--- src/rtl/fetch_stage.sv ---
// Instruction fetch stage: owns the PC, issues one outstanding imem request,
// and holds the returned word in a single output register feeding decode.
module fetch_stage #(
    parameter logic [31:0] RESET_PC = 32'h0000_0000,
    parameter logic [31:0] NOP_INST = 32'h0000_0013
) (
    input  logic        clk,
    input  logic        rst,
    output logic        imem_req,
    output logic [31:0] imem_addr,
    input  logic        imem_rvalid,
    input  logic [31:0] imem_rdata,
    input  logic        redirect,
    input  logic [31:0] redirect_pc,
    input  logic        id_ready,
    output logic        id_valid,
    output logic [31:0] id_inst,
    output logic [31:0] id_pc
);

    typedef enum logic [1:0] {
        S_FETCH = 2'd0,
        S_WAIT  = 2'd1,
        S_DRAIN = 2'd2
    } state_e;

    state_e      state_q, state_d;
    logic [31:0] pc_q, pc_d;
    logic [31:0] req_pc_q, req_pc_d;
    logic        id_valid_q, id_valid_d;
    logic [31:0] id_inst_q, id_inst_d;
    logic [31:0] id_pc_q, id_pc_d;

    // A new request may only go out when the output slot is free by this edge.
    assign imem_req = !rst && (state_q == S_FETCH) && !redirect
                      && (!id_valid_q || id_ready);
    assign imem_addr = pc_q;

    assign id_valid = id_valid_q;
    assign id_inst  = id_inst_q;
    assign id_pc    = id_pc_q;

    always_comb begin
        state_d    = state_q;
        pc_d       = pc_q;
        req_pc_d   = req_pc_q;
        id_valid_d = id_valid_q;
        id_inst_d  = id_inst_q;
        id_pc_d    = id_pc_q;

        if (id_valid_q && id_ready) begin
            id_valid_d = 1'b0;
            id_inst_d  = NOP_INST;
        end

        if (redirect) begin
            pc_d       = redirect_pc & ~32'h3;
            id_valid_d = 1'b0;
            id_inst_d  = NOP_INST;
            case (state_q)
                S_FETCH: state_d = S_FETCH;
                S_WAIT:  state_d = imem_rvalid ? S_FETCH : S_DRAIN;
                S_DRAIN: state_d = S_DRAIN;
                default: state_d = S_FETCH;
            endcase
        end else begin
            case (state_q)
                S_FETCH: begin
                    if (imem_req) begin
                        req_pc_d = pc_q;
                        pc_d     = pc_q + 32'd4;
                        state_d  = S_WAIT;
                    end
                end
                S_WAIT: begin
                    if (imem_rvalid) begin
                        id_inst_d  = imem_rdata;
                        id_pc_d    = req_pc_q;
                        id_valid_d = 1'b1;
                        state_d    = S_FETCH;
                    end
                end
                S_DRAIN: begin
                    if (imem_rvalid) begin
                        state_d = S_FETCH;
                    end
                end
                default: state_d = S_FETCH;
            endcase
        end
    end

    always_ff @(posedge clk or posedge rst) begin
        if (rst) begin
            state_q    <= S_FETCH;
            pc_q       <= RESET_PC;
            req_pc_q   <= 32'h0;
            id_valid_q <= 1'b0;
            id_inst_q  <= NOP_INST;
            id_pc_q    <= 32'h0;
        end else begin
            state_q    <= state_d;
            pc_q       <= pc_d;
            req_pc_q   <= req_pc_d;
            id_valid_q <= id_valid_d;
            id_inst_q  <= id_inst_d;
            id_pc_q    <= id_pc_d;
        end
    end

endmodule
--- config.mk ---
export PLATFORM = sky130hd
export DESIGN_NAME = fetch_stage
export DESIGN_NICKNAME = d
export VERILOG_FILES = /design/src/rtl/fetch_stage.sv
export SDC_FILE = /design/constraint.sdc
export NUM_CORES = 1
export LEC_CHECK = 0
export CORE_ASPECT_RATIO = 1.5
export CORE_UTILIZATION = 25
export CTS_CLUSTER_DIAMETER = 40
export DETAILED_ROUTE_END_ITERATION = 10
export GPL_TIMING_DRIVEN = 0
export SETUP_SLACK_MARGIN = 0.1
export SYNTH_ARGS = -nofsm -noshare
export SYNTH_HDL_FRONTEND = slang
export SYNTH_SLANG_ARGS = --single-unit
--- constraint.sdc ---
create_clock -name clk -period 4.85 [get_ports clk]
set_input_delay 1.455 -clock clk [delete_from_list [all_inputs] [get_ports clk]]
set_output_delay 1.455 -clock clk [all_outputs]
set_load 0.01 [all_outputs]
==> results.sh, run 1 <==
export IMPL_max_freq_mhz=214
export IMPL_ioPinCount=167
export IMPL_cp_top_family="buffers and inverters"
export IMPL_async_flop_share_pct=100
export IMPL_end_kind="output port"
export IMPL_finish_utilization_pct=38.2
export IMPL_reg2reg_from="state_q[0]$_DFFE_PP0P_"
export IMPL_required_ps=3390
export IMPL_grt_pass1_wl_um=26500
export IMPL_instances_no_fill=1026
export IMPL_p_leak_uw=0.00362
export IMPL_rsz0062_at_grt="false"
export IMPL_cts_sinks=125
export IMPL_yosysWarnings=0
export IMPL_drive_gt1_share_pct=8.31
export IMPL_drt_drc_violations_left=0
export IMPL_fin_crit_ps=4670
export IMPL_power_uw=3400
export IMPL_crit_top_cell="buf_6"
export IMPL_n_antenna_cell=0
export IMPL_syn_area_mm2=0.00536
export IMPL_worstMarginPinSlew_ps=692
export IMPL_grt_max_degree=28
export IMPL_maxCapViolCount=0
export IMPL_placed_cell_area_mm2=0.00740
export IMPL_post_drt_wl_per_cell_um=16.5
export IMPL_met3_usage_pct=3.42
export IMPL_start_util_pct=25.5
export IMPL_clkTransAtPathRegs_ps=60
export IMPL_holdPathStages=2
export IMPL_synth_edf_count=0
export IMPL_cts_buffers=17
export IMPL_insertion_delay_ps=420
export IMPL_worst_ir_drop_vdd_uv=235
export IMPL_busiest_layer="met2"
export IMPL_timing_rr_end="req_pc_q[25]$_DFFE_PP0P_"
export IMPL_grt_util_all_layers_pct=16.0
export IMPL_via_per_inst=4.54
export IMPL_io_buffers=160
export IMPL_grt_pass1_vias=4772
export IMPL_synth_top_flop_cell="dfrtp_1"
export IMPL_setup_viol=0
export IMPL_dieArea_mm2=0.0221
export IMPL_whs_endpoint="id_pc[12]$_DFFE_PP0P_"
export IMPL_status="finished, final reports clean"
export IMPL_regToRegSetupSlack_ps=2330
export IMPL_startpoint="rst"
export IMPL_power_density_mw_per_mm2=423
export IMPL_firstDrtPassIters=4
export IMPL_fin_crit_sh_pct=96.4
export IMPL_synth_cell_types=51
export IMPL_fin_setup_tns_ps=0
export IMPL_critical_path_cell_chain="clkdlybuf4s50_1 > or3b_4 > nand2b_1 > inv_2 > buf_6 > buf_6 > clkdlybuf4s15_1"
export IMPL_finalNetCount=818
export IMPL_min_path_type="reg2reg"
export IMPL_antenna_found_initial=0
export IMPL_synthToLayoutAreaGrowth_pct=49.9
export IMPL_grt_overflow_total=0
export IMPL_worstHoldStart="req_pc_q[12]$_DFFE_PP0P_"
export IMPL_fin_skew_ps=13.2
export IMPL_critPathKind="in2out"
export IMPL_final_hold_viol_count=0
export IMPL_clock_root_buffer="clkbuf_16"
export IMPL_dpl_hpwl_um=12700
export IMPL_max_stage_delay_ps=480
export IMPL_final_area_mm2=0.00804
export IMPL_core_mm2=0.0211
export IMPL_synth_cells=558
export IMPL_relSlewSlack_pct=53.4
export IMPL_placementRows=65
export IMPL_ys_ff_latch=125
export IMPL_postRouteAntennaNets=0
export IMPL_use_met1_pct=18.6
export IMPL_grt_util_met2_pct=27.6
export IMPL_ys_seq_area_share_pct=58.4
export IMPL_gp_congestion=0.811
export IMPL_fp_dieW_um=122
export IMPL_h_tree_depth=4
export IMPL_reg2regPathDepth=8
export IMPL_syn_area_per_cell_um2=9.61
export IMPL_fp_dieH_um=181
export IMPL_slowest_stage="clkdlybuf4s50_1"
export IMPL_via_count=4661
export IMPL_ctsLongestPathBuffers=2
export IMPL_cts_tree="built"
export IMPL_ff_latch_area_mm2=0.00313
export IMPL_report_final_slew_viol_count=0
export IMPL_worstPathMaxFanout=10
export IMPL_cp_start_kind="input pin"
export IMPL_cp_arrival_ps=3220
export IMPL_multi_input_area_mm2=0.00205
export IMPL_postCtsHoldBufs=0
export IMPL_place_inst=993
export IMPL_drt_iter0_drc=201
export IMPL_fillers=2115
export IMPL_totalWireLength_um=16900
export IMPL_crit_buf_inv=5
==> worst max-delay path by stage <==
stage,endpoint,slack (ps),cells after the start
final,imem_req,180,7
after global routing,imem_req,140,7
after CTS,imem_req,130,7
after detailed placement,imem_req,-560,7
after global placement,imem_req,-560,7
after floorplan,imem_req,850,5
==> where the power goes <==
group / switching [uW] / internal [uW] / total (uW)
registers: 128 / 1220 / 1350
logic: 328 / 376 / 704
clock network: 490 / 853 / 1340
total: 946 / 2450 / 3400
==> cells in the mapped netlist (2+ instances only) <==
master    count  area (um^2)
nand2_1     212          796
dfrtp_1     122         3050
a22o_1       29          254
clkbuf_1     21         78.8
nor2_1       20         75.1
o21ai_0      18         90.1
nand3_1      17         85.1
nand4_1      11         68.8
inv_1        10         37.5
a21oi_1       7         35.0
o211ai_1      7         52.6
buf_2         6         30.0
a221o_1       4         40.0
a31oi_1       4         25.0
and3_1        4         25.0
buf_4         4         30.0
ha_1          4         50.1
o311ai_0      4         35.0
xor2_1        4         35.0
a22oi_1       3         22.5
dfstp_2       3         78.8
nor3_1        3         15.0
o22a_1        3         26.3
a31o_2        2         17.5
and2_1        2         12.5
mux2i_1       2         20.0
nand2b_1      2         12.5
nor2b_1       2         12.5
nor3b_1       2         15.0
nor4_2        2         25.0
o221ai_1      2         17.5
o22ai_1       2         12.5
or3_1         2         12.5
==> worst reg2reg max path, delay by kind of cell (launching register included) <==
| family | cells | cell delay [ps] |
|---|---|---|
| AND/OR/NAND/NOR | 2 | 420 |
| flip-flops | 1 | 370 |
| buffers and inverters | 4 | 1230 |
| AO/OA/AOI/OAI | 1 | 150 |
| adder cells (fa/ha/maj) | 1 | 230 |
==> flip-flops by register name, summed over array words and instances (netlist names) <==
name,count
imem_addr,30
id_inst,32
state_q,2
req_pc_q,30
id_pc,30
id_valid,1
==> per-stage QoR <==
stage | hold WS, ps | setup slack, ps
floorplan | 439 | 849
global placement | 451 | -556
detailed placement | 455 | -563
CTS | 470 | 128
global route | 489 | 137
finish | 463 | 176
==> metal layers <==
metal	routed length [um]	up-vias	part of all wire, %
li1	-	2273	-
met1	6960	2193	41
met3	894	29	5.3
met4	458	0	2.7
met2	8610	166	51
met5	0	-	0
==> area by class of cell <==
| class | instances | area share, % |
|---|---|---|
| Clock inverter | 12 | 1.99 |
| Clock buffer | 20 | 5.80 |
| Inverter | 11 | 0.560 |
| Timing Repair Buffer | 165 | 21.0 |
| Tap cell | 268 | 4.17 |
| Sequential cell | 125 | 38.9 |
| Multi-Input combinational cell | 392 | 25.5 |
| Buffer | 33 | 1.99 |
==> logic make-up after synthesis <==
group / Yosys count / synth area share, %
adder cells (fa/ha/maj): 4 / 0.933
flip-flops: 125 / 58.4
multiplexers: 3 / 0.583
XOR/XNOR: 5 / 0.816
other: 1 / 0.0699
buffers and inverters: 44 / 3.52
AO/OA/AOI/OAI: 90 / 12.5
AND/OR/NAND/NOR: 286 / 23.2
==> layout by cell type (no fill, tap or decap), drive strengths merged, types with 4 or more instances in the layout <==
cell / instances
ha: 4
a21oi: 7
xor2: 4
nor2: 20
conb: 4
clkinvlp: 5
o311ai: 4
buf: 16
clkbuf: 42
o211ai: 7
nand2: 212
clkdlybuf4s50: 159
dfrtp: 122
nand3: 18
a22o: 29
a31oi: 4
a221o: 4
inv: 11
and3: 4
nor4: 4
nand4: 12
clkinv: 4
o21ai: 18
==> timing repair <==
action                                 4_1_cts  5_1_grt
endpoints found under the hold margin        0        0
gates cloned                                 0        0
gates resized for setup                      6        1
setup endpoints to repair                    1        1
setup buffers                                1        0
(Power assumes the default switching activity.)
==> run 2, diff against run 1 <==
==> constraint.sdc (replaced) <==
create_clock -name clk -period 4.34 [get_ports clk]
set_input_delay 1.302 -clock clk [delete_from_list [all_inputs] [get_ports clk]]
set_output_delay 1.302 -clock clk [all_outputs]
set_load 0.01 [all_outputs]
==> run 2 against run 1 <==
  * Cell area is 0.26% higher
  * Count of clock-buffer cells in the layout is the same
  * Clock power increased by 12%
  * Die area unchanged
  * Register-to-register slack lost 490 ps
  * Non-clock buffer count grew 2
  * Total power is 12% higher
  * Sequential power up 12%
  * Critical path depth did not move
  * Routed wire length increased by 0.53%
  * Critical path type unchanged
  * Critical endpoint unchanged
  * Highest routed layer unchanged
==> results.sh, run 2 (synthesis gave the netlist of run 1 again) <==
export IMPL_status="finished, final reports clean"
export IMPL_totalWireLength_um=17000
export IMPL_synthToLayoutAreaGrowth_pct=50.3
export IMPL_finalNetCount=820
export IMPL_critPathKind="in2out"
export IMPL_p_int_uw=2740
export IMPL_rsz0062_at_grt="false"
export IMPL_start_util_pct=25.5
export IMPL_preCtsSetupSlack_ps=-767
export IMPL_final_area_mm2=0.00806
export IMPL_antenna_found_initial=0
export IMPL_place_inst=993
export IMPL_clkPwrFrac_pct=39.4
export IMPL_grt_overflow_total=0
export IMPL_ctsLongestPathBuffers=2
export IMPL_via_per_inst=4.55
export IMPL_busiest_layer="met2"
export IMPL_fillers=2115
export IMPL_max_stage_delay_ps=410
export IMPL_met3_usage_pct=3.55
export IMPL_setup_viol=0
export IMPL_firstDrtPassIters=5
export IMPL_fp_dieW_um=122
export IMPL_final_hold_viol_count=0
export IMPL_max_freq_mhz=247
export IMPL_instances_no_fill=1028
export IMPL_critical_path_cell_chain="dlygate4sd2_1 > or3b_4 > nand2b_1 > inv_2 > buf_8 > buf_6 > clkdlybuf4s15_2"
export IMPL_relSlewSlack_pct=53.4
export IMPL_ioPinCount=167
export IMPL_grt_util_all_layers_pct=16.1
export IMPL_fin_crit_ps=4040
export IMPL_final_common_cell="nand2_1"
export IMPL_cts_sinks=125
export IMPL_grt_pass1_vias=4788
export IMPL_required_ps=3040
export IMPL_clock_root_buffer="clkbuf_16"
export IMPL_end_kind="output port"
export IMPL_grt_util_met2_pct=27.4
export IMPL_combPwrFrac_pct=20.8
export IMPL_largest_reg_flops=32
export IMPL_worstMarginPinSlew_ps=696
export IMPL_drive_gt1_share_pct=8.68
export IMPL_core_mm2=0.0211
export IMPL_min_path_type="reg2reg"
export IMPL_fin_crit_sh_pct=93.2
export IMPL_cts_tree="built"
export IMPL_crit_buf_inv=5
export IMPL_p_leak_uw=0.00364
export IMPL_drt_iter0_drc=210
export IMPL_dieArea_mm2=0.0221
export IMPL_cts_buffers=17
export IMPL_worst_ir_drop_vdd_uv=261
export IMPL_cp_start_kind="input pin"
export IMPL_seqPwrFrac_pct=39.8
export IMPL_h_tree_depth=4
export IMPL_drt_drc_violations_left=0
export IMPL_insertion_delay_ps=410
export IMPL_final_cell_mix="nand2_1, clkdlybuf4s50_1, dfrtp_1"
export IMPL_power_uw=3800
export IMPL_cp_arrival_ps=2740
export IMPL_io_buffers=160
export IMPL_report_final_slew_viol_count=0
export IMPL_use_met1_pct=18.7
export IMPL_post_drt_wl_per_cell_um=16.6
export IMPL_fin_skew_ps=12.6
export IMPL_regToRegSetupSlack_ps=1840
export IMPL_switching_share_pct=27.8
export IMPL_netSwitchingPower_uw=1060
export IMPL_placementRows=65
export IMPL_slowest_stage="or3b_4"
export IMPL_finish_utilization_pct=38.3
export IMPL_fp_dieH_um=181
export IMPL_gp_congestion=0.811
export IMPL_worstPathMaxFanout=10
export IMPL_postRouteAntennaNets=0
export IMPL_maxCapViolCount=0
export IMPL_grt_max_degree=28
export IMPL_placed_cell_area_mm2=0.00740
export IMPL_n_antenna_cell=0
export IMPL_ff_latch_area_mm2=0.00313
export IMPL_clkTransAtPathRegs_ps=50
export IMPL_grt_pass1_wl_um=26600
export IMPL_dpl_hpwl_um=12700
export IMPL_cp_top_family="buffers and inverters"
export IMPL_via_count=4674
export IMPL_layout_setup_ws_ps=296
export IMPL_multi_input_area_mm2=0.00205
export IMPL_power_density_mw_per_mm2=471
## run 2: final cells by class
class / count / share of cell area, %
clock buffer: 20 / 5.79
timing repair buffer: 167 / 21.2
sequential: 125 / 38.8
inverter: 11 / 0.559
multi-input combinational: 392 / 25.5
tap: 268 / 4.16
clock inverter: 12 / 1.99
buffer: 33 / 2.03
## run 2: worst paths after layout
kind,start,endpoint,depth (start not counted)
max,rst,imem_req,7
min,req_pc_q[12]$_DFFE_PP0P_,id_pc[12]$_DFFE_PP0P_,2
max reg2reg,state_q[0]$_DFFE_PP0P_,req_pc_q[25]$_DFFE_PP0P_,8
min reg2reg,req_pc_q[12]$_DFFE_PP0P_,id_pc[12]$_DFFE_PP0P_,2
max in group asynchronous,rst,id_inst[1]$_DFF_PP1_,5
min in group asynchronous,rst,id_pc[26]$_DFFE_PP0P_,2
## run 2: stage by stage
step           hold WS (ps)  TNS [ps]
2_1_floorplan           439         0
3_3_place_gp            451      -760
3_5_place_dp            455      -767
4_1_cts                 470         0
5_1_grt                 489         0
6_report                464         0
## run 2: routing by layer
metal / vias up / wire length [um] / part of all wire, %
met2: 164 / 8590 / 50
li1: 2279 / - / -
met4: 0 / 557 / 3.3
met5: - / 0 / 0
met3: 34 / 969 / 5.7
met1: 2197 / 6900 / 41
## run 2: power groups by stage
stage,Combinational [uW],Sequential [uW],Clock [uW]
floorplan,265,1570,0
global placement,777,1530,0
detailed placement,793,1530,0
CTS,804,1510,1540
global route,863,1540,1600
finish,789,1510,1500
## run 2: worst min-delay path, cell delays in order, from the launching register on
cell,delay (ps)
dfrtp_1,340
nand2_1,50
nand2_1,50
## run 2: timing repair
item,4_1_cts,5_1_grt
setup endpoints to repair,1,1
gates resized for setup,10,1
buffers inserted,3,0
pin swaps,1,0
hold buffers,0,0
